<file path="src/rtl/sqrt_fx.sv">
// Iterative unsigned fixed-point square root (radix-2 digit recurrence) with remainder, exact flag and optional round-to-nearest.
// Latency: RBITS cycles from the accepting edge to oValid; one root bit is resolved per clock, initiation interval RBITS+2.
// Backpressure: result/rem/exact are held while oValid && !oReady; iReady stays low until the result has been taken.
module sqrt_fx #(
    parameter int NBITS = 8,
    parameter int FRAC  = 4,
    localparam int NPAD  = NBITS + (NBITS % 2),
    localparam int RBITS = NPAD / 2 + FRAC
) (
    input  logic             clock,
    input  logic             reset,
    input  logic [NBITS-1:0] A,
    input  logic             round,
    input  logic             iValid,
    output logic             iReady,
    input  logic             oReady,
    output logic             oValid,
    output logic [RBITS-1:0] result,
    output logic [RBITS:0]   rem,
    output logic             exact
);

    // Radicand register holds 2*RBITS bits, consumed two bits per iteration.
    localparam int XW = 2 * RBITS;
    // Partial remainder / trial value width; wide enough for R' = 4R+3 on the last step.
    localparam int WW = RBITS + 2;
    // Iteration counter width; at least one bit even for a single-iteration root.
    localparam int CW = (RBITS > 1) ? $clog2(RBITS) : 1;

    typedef enum logic [1:0] {
        IDLE = 2'd0,
        CALC = 2'd1,
        DONE = 2'd2
    } state_t;

    state_t          state;
    logic [XW-1:0]   x_q;      // remaining radicand bits, next pair at the top
    logic            rnd_q;    // rounding mode captured with the operand
    logic [RBITS-1:0] q_q;     // partial root
    logic [WW-1:0]   r_q;      // partial remainder
    logic [CW-1:0]   cnt;      // iterations left after the current one

    logic [WW-1:0]    r_sh;
    logic [WW-1:0]    t_val;
    logic             ge;
    logic [WW-1:0]    r_nxt;
    logic [RBITS-1:0] q_nxt;
    logic             q_inc;
    logic [RBITS-1:0] res_nxt;

    // One recurrence step plus the rounding decision that applies when this step is the last.
    always_comb begin
        // Bring down the next radicand bit-pair; the dropped top bits of r_q are always zero.
        r_sh  = WW'({r_q, x_q[XW-1 -: 2]});
        // Trial subtrahend 4Q+1.
        t_val = {q_q, 2'b01};
        ge    = (r_sh >= t_val);
        r_nxt = ge ? (r_sh - t_val) : r_sh;
        q_nxt = (q_q << 1) | RBITS'(ge);
        // Round up when the fractional part of the root exceeds one half, i.e. R > Q;
        // an all-ones root cannot be incremented, so it saturates.
        q_inc   = rnd_q && (r_nxt > WW'(q_nxt)) && !(&q_nxt);
        res_nxt = q_inc ? (q_nxt + RBITS'(1)) : q_nxt;
    end

    // Control FSM with registered handshake and result outputs.
    always_ff @(posedge clock) begin
        if (reset) begin
            state  <= IDLE;
            iReady <= 1'b0;
            oValid <= 1'b0;
            result <= '0;
            rem    <= '0;
            exact  <= 1'b0;
            x_q    <= '0;
            rnd_q  <= 1'b0;
            q_q    <= '0;
            r_q    <= '0;
            cnt    <= '0;
        end else begin
            case (state)
                IDLE: begin
                    iReady <= 1'b1;
                    if (iValid && iReady) begin
                        x_q    <= XW'(A) << (2 * FRAC);
                        rnd_q  <= round;
                        q_q    <= '0;
                        r_q    <= '0;
                        cnt    <= CW'(RBITS - 1);
                        iReady <= 1'b0;
                        state  <= CALC;
                    end
                end
                CALC: begin
                    x_q <= x_q << 2;
                    q_q <= q_nxt;
                    r_q <= r_nxt;
                    cnt <= cnt - CW'(1);
                    if (cnt == '0) begin
                        result <= res_nxt;
                        rem    <= r_nxt[RBITS:0];
                        exact  <= (r_nxt == '0);
                        oValid <= 1'b1;
                        state  <= DONE;
                    end
                end
                DONE: begin
                    if (oReady) begin
                        oValid <= 1'b0;
                        iReady <= 1'b1;
                        state  <= IDLE;
                    end
                end
                default: begin
                    state <= IDLE;
                end
            endcase
        end
    end

endmodule

</file>
<file path="config.mk">
export PLATFORM = sky130hd
export DESIGN_NAME = sqrt_fx
export DESIGN_NICKNAME = d
export VERILOG_FILES = /design/src/rtl/sqrt_fx.sv
export SDC_FILE = /design/constraint.sdc
export NUM_CORES = 1
export LEC_CHECK = 0
export CORE_MARGIN = 4
export CORE_UTILIZATION = 51
export CTS_CLUSTER_DIAMETER = 200
export DETAILED_ROUTE_END_ITERATION = 10
export MAX_ROUTING_LAYER = met4
export PLACE_DENSITY = 0.84
export SKIP_LAST_GASP = 1
export SLEW_MARGIN = 20
export SYNTH_ARGS = -nofsm -noshare
export SYNTH_HDL_FRONTEND = slang
export SYNTH_SLANG_ARGS = --single-unit
</file>
<file path="constraint.sdc">
create_clock -name clock -period 4.1 [get_ports clock]
set_clock_uncertainty 0.2 [all_clocks]
set_input_delay 0.615 -clock clock [delete_from_list [all_inputs] [get_ports clock]]
set_output_delay 0.615 -clock clock [all_outputs]
set_load 0.005 [all_outputs]
</file>
# [Yosys cells after proc, flatten, opt, wreduce, memory -nomap -nowiden]
# Cells that the tools add are included.
[word_totals] reg_bits=58 inputBits=13 out_inout_bits=20
[op_classes] reduce_logical=17 bitwise_logic=1 n_eq_ne=5 n_lt_le_gt_ge=2 n_addsub=3 mux=20
[op_table] cell="$pmux W16 S2" n=1
[op_table] cell="$pmux W8 S2" n=2
[op_table] cell="$mux W8" n=3
[op_table] cell="$mux W16" n=1
[op_table] cell="$ge A10 B10 Y1" n=1
[op_table] cell="$gt A10 B8 Y1" n=1
[op_table] cell="$logic_not A10 Y1" n=1
[op_table] cell="$mux W10" n=1
[op_table] cell="$sub A10 B10 Y10" n=1
[op_table] cell="$add A8 B1 Y8 const B" n=1
[op_table] cell="$or A8 B1 Y8" n=1
[op_table] cell="$reduce_and A2 Y1" n=4
[op_table] cell="$reduce_and A8 Y1" n=1
[op_table] cell="$mux W2" n=3
[op_table] cell="$ne A2 B2 Y1 const B" n=3
[op_table] cell="$pmux W2 S3" n=1
[op_table] cell="$pmux W3 S2" n=1
[op_table] cell="$reduce_and A3 Y1" n=2
[op_table] cell="$reduce_bool A2 Y1" n=3
[op_table] cell="$mux W1" n=4
[op_table] cell="$pmux W1 S2" n=2
[op_table] cell="$logic_and A1 B1 Y1" n=3
[op_table] cell="$logic_not A3 Y1" n=1
[op_table] cell="$mux W3" n=1
[op_table] cell="5 further kinds" n=5

# [Depth between registers and ports, before layout]
[logic_depth] ltp_word=6 mapped_depth=20

# [Worst setup path before layout]
# OpenSTA, ideal clock, no wires.
[synth_path] kind="register to register" startpoint="reg q_q[0]" endpoint="reg result[2]" path_slack_ns=0.210 required_time_ns=3.780 stages_incl_launch_ff=20 t_arrival_ns=3.570 synth_period_minus_slack_ns=3.890 path_buffers=1 cell_sequence="dfxtp_1 > inv_1 > ha_1 > and2b_4 > o221ai_2 > a41oi_2 > nor2_4 > inv_2 > buf_2 > a31oi_1 > inv_1 > ha_1 > nand3_1 > nor2_1 > nand2_1 > mux2_2 > nand3_1 > o21ai_2 > and3_1 > o31a_1"
[synth_via] elab_chain_cells=6 elab_cells_between_ends=11 classes_between="2 x add/sub; 2 x order compare; 2 x mux; 1 x bitwise; 4 x reduce/logical"
[synth_lines] item="start: declaration" line="39" text="logic [RBITS-1:0] q_q;"
[synth_lines] item="start signal: assignment" line="96" text="q_q <= q_nxt;"
[synth_lines] item="$sub A10 B10 Y10 or $ge A10 B10 Y1 (tied branches)" line="58, 57"
[synth_lines] item="$mux W10 (*)" line="58" text="r_nxt = ge ? (r_sh - t_val) : r_sh;"
[synth_lines] item="net r_nxt[7]" line="46" text="logic [WW-1:0] r_nxt;"
[synth_lines] item="$gt A10 B8 Y1 (*)" line="62" text="q_inc = rnd_q && (r_nxt > WW'(q_nxt)) && !(&q_nxt);"
[synth_lines] item="$logic_and A1 B1 Y1 (*) (2 in series)" line="62"
[synth_lines] item="$mux W8 (*)" line="63" text="res_nxt = q_inc ? (q_nxt + RBITS'(1)) : q_nxt;"
[synth_lines] item="end signal: assignment" line="100" text="result <= res_nxt;"
[synth_lines] item="end: declaration" line="18" text="output logic [RBITS-1:0] result,"
# Mark *: on every way through the listed nets, which the timed path passes. The rest lies on a longest branch.
# A chain may end at the register's enable or synchronous reset.

# [Final worst setup path]
[layout_path] startpoint="reg q_q[2]" endpoint="reg result[2]"
# Same word-level chain as after synthesis.

==> results_dict.tcl <==
set metrics [dict create \
    slew_headroom_pct 39.55 \
    synth_area_per_cell_um2 8.120 \
    die_height_um 82.97 \
    cts_tree "done" \
    finalSetupViolCount 0 \
    fp.coreArea_um2 5473 \
    clock_latency_ps 300 \
    ant_nets 0 \
    critPathArrivalTime_ps 3940 \
    status "completed" \
    p_leak_nw 1.347 \
    final-hold-violation-count 0 \
    swShare_pct 45.24 \
    synthArstFlopShare_pct 0 \
    synthFlopType "dfxtp_1" \
    report.final.slew_viol_count 0 \
    via_per_inst 5.920 \
    antenna_found_initial 0 \
    drtPass1Iterations 5 \
    p_int_mw 1.445 \
    endpoint_kind "register" \
    multi_input_area_um2 1863 \
    ys_types 57 \
    dieArea_um2 6884 \
    ys_seq_elements 50 \
    diodes 0 \
    ios 33 \
    rows 27 \
    post-route-worst-setup-slack_ps 156.3 \
    grt_pass1_wl_um 13180 \
    cts_buffers 5 \
    port_buffers 32 \
    cts_sinks 50 \
    fin_crit_ps 3944 \
    rrSetupSlack_ps 160 \
    min_period_over_period_pct 96.19 \
    tightest_slew_ps 903.5 \
    die_w_um 82.97 \
    cts_buffer_depth 2 \
    regArea_um2 1012 \
    power_frac_comb_pct 66.4 \
    cts_max_level 2 \
    fin_nets 438 \
    grt_max_degree 29 \
    pre_cts_slack_ps -76.86 \
    first_iter_violations 206 \
    ctsHoldBuffers 0 \
    ys.warnings.count 0 \
    power_mw 2.638 \
    wirelength_um 8036 \
    synth-edff-count 0 \
    drc_errors 0 \
    start_kind "register" \
    drive_gt1_share_pct 18.52 \
    syn-instance-count 353 \
    synthToLayoutAreaGrowth_pct 27.59 \
    syn_nets 387 \
    peakVddDrop_mv 0.3911 \
    clkTransAtPathRegs_ps 90 \
    netlist_area_um2 2866 \
    tns_ps 0 \
    wl_per_cell_um 16.85 \
    hold_path.class "reg -> reg" \
    cts-root-buf "clkbuf_8" \
    track_usage_pct 23.78 \
    max_freq_ghz 0.2536 \
    crit_path_max_fanout 6 \
    gp_congestion 0.9308 \
    stdcell_area_um2 3657 \
    pwr-share-clk_pct 11.3 \
    place_hpwl_um 5767 \
    yosysSeqAreaShare_pct 34.92 \
    grt_pass1_vias 2731 \
    grt-ovfl-total 0 \
    timing.hold.ws_ps 280.0 \
    switchingPower_mw 1.194 \
    vias 2824 \
    critPathRequiredTime_ps 4100 \
    seqPwrFrac_pct 22.3 \
    fillers 445 \
    maxCapViolCount 0 \
    initial_core_util_pct 52.38 \
    path_class "reg -> reg" \
    powerDensity_nw_per_um2 721.4 \
    place_area_um2 3379 \
]
[Yosys cell counts, drive strengths merged (2+ instances only)]
master / n / share of area [%]
nor2: 54 / 7.3
dfxtp: 50 / 35
nand2: 31 / 4.1
a21oi: 22 / 3.8
ha: 21 / 9.2
a22oi: 20 / 5.4
inv: 20 / 2.6
nand3: 13 / 2.3
nor3: 13 / 2.4
o21ai: 13 / 2.4
a211oi: 12 / 3.1
mux2i: 9 / 3.1
clkbuf: 8 / 1.0
buf: 7 / 1.2
nor2b: 5 / 1.1
xnor2: 5 / 1.5
or3: 4 / 0.87
a31oi: 3 / 0.65
and2: 3 / 0.65
nand4: 3 / 0.65
nor4: 3 / 0.87
o31ai: 3 / 0.79
or2: 3 / 0.65
a31o: 2 / 0.61
a32oi: 2 / 0.61
and3: 2 / 0.44
nand3b: 2 / 0.52
o21a: 2 / 0.79
o311ai: 2 / 0.87
xor2: 2 / 0.61
[power groups by stage]
stage / Sequential (mW) / Clock, mW / Combinational, mW
after detailed placement: 0.594 / 0 / 1.47
final: 0.588 / 0.298 / 1.75
after global placement: 0.592 / 0 / 1.43
after floorplan: 0.584 / 0 / 1.03
after global routing: 0.596 / 0.322 / 1.94
after CTS: 0.584 / 0.302 / 1.55
[cells by family after synthesis]
logic type / count (synthesis) / synth area share, %
AOI/OAI and AO/OA: 91 / 22.57
DFF: 50 / 34.92
xor gates and xnor gates: 7 / 2.139
and+or+nand+nor: 139 / 22.78
buffers and inverters: 35 / 4.888
adders and majority gates: 21 / 9.166
muxes: 10 / 3.536
[cell type report]
cell class	count	area share [%]
clock inverters	1	0.1368
well taps	72	2.463
multi-input cells	268	50.94
clock buffers	7	2.361
repair buffers	59	14.30
flip-flops and latches	50	27.68
inverters	20	2.121
[worst paths after layout]
check,start,end,cells after the start
setup reg to reg,q_q[2],result[2],19
hold reg to reg,rem[5],rem[5],2
setup / recovery,q_q[2],result[2],19
hold / removal,rem[5],rem[5],2
[what timing repair did]
action                     CTS  global route
setup endpoints to repair    2             8
gates resized for setup      1            29
pin swaps                    4             9
buffers inserted             4             1
[through the flow]
step	utilization [%]	instances
finish	66.83	477
CTS	64.04	476
floorplan	-	353
global route	66.83	477
global placement	61.75	464
detailed placement	61.75	464
[worst max-delay path: stages (launching register included)]
cell and delay, ps:
dfxtp_4 380, inv_1 80, ha_4 290, and2_1 150, nand4_1 180, a41oi_2 300
nor2_4 90, buf_4 160, and2_1 160, a31oi_2 190, inv_1 120, ha_4 290
nand3_1 80, nor2_2 140, nand2_1 60, mux2_2 280, nand3_1 100, o21ai_2 90
and3_1 210, o31a_1 270
[per-layer routing]
metal	up-vias	wire length [um]	GRT usage [%]
li1	1373	-	-
met1	1316	3575	31.31
met2	121	3903	38.12
met3	14	449	3.472
met4	0	108	6.686
met5	-	0	-
[sequential cells by signal (all words and copies together), names as in the netlist]
register  count
rem           9
q_q           8
r_q           8
result        8
x_q           8
cnt           3
state         2
exact         1
iReady        1
oValid        1
rnd_q         1
[cells in the final DEF, fill, tap and decap left out, types with 5 or more instances in the layout]
| master | n |
|---|---|
| mux2i_1 | 9 |
| buf_4 | 27 |
| a22oi_1 | 19 |
| nand3_1 | 13 |
| ha_4 | 8 |
| a21oi_1 | 19 |
| dfxtp_1 | 45 |
| xnor2_1 | 5 |
| clkdlybuf4s50_1 | 32 |
| a211oi_1 | 12 |
| o21ai_0 | 10 |
| inv_1 | 19 |
| nand2_1 | 28 |
| clkbuf_8 | 6 |
| nor2_1 | 52 |
| nor3_1 | 12 |
| ha_1 | 12 |
Note: power is estimated with default switching activity, not from simulation.
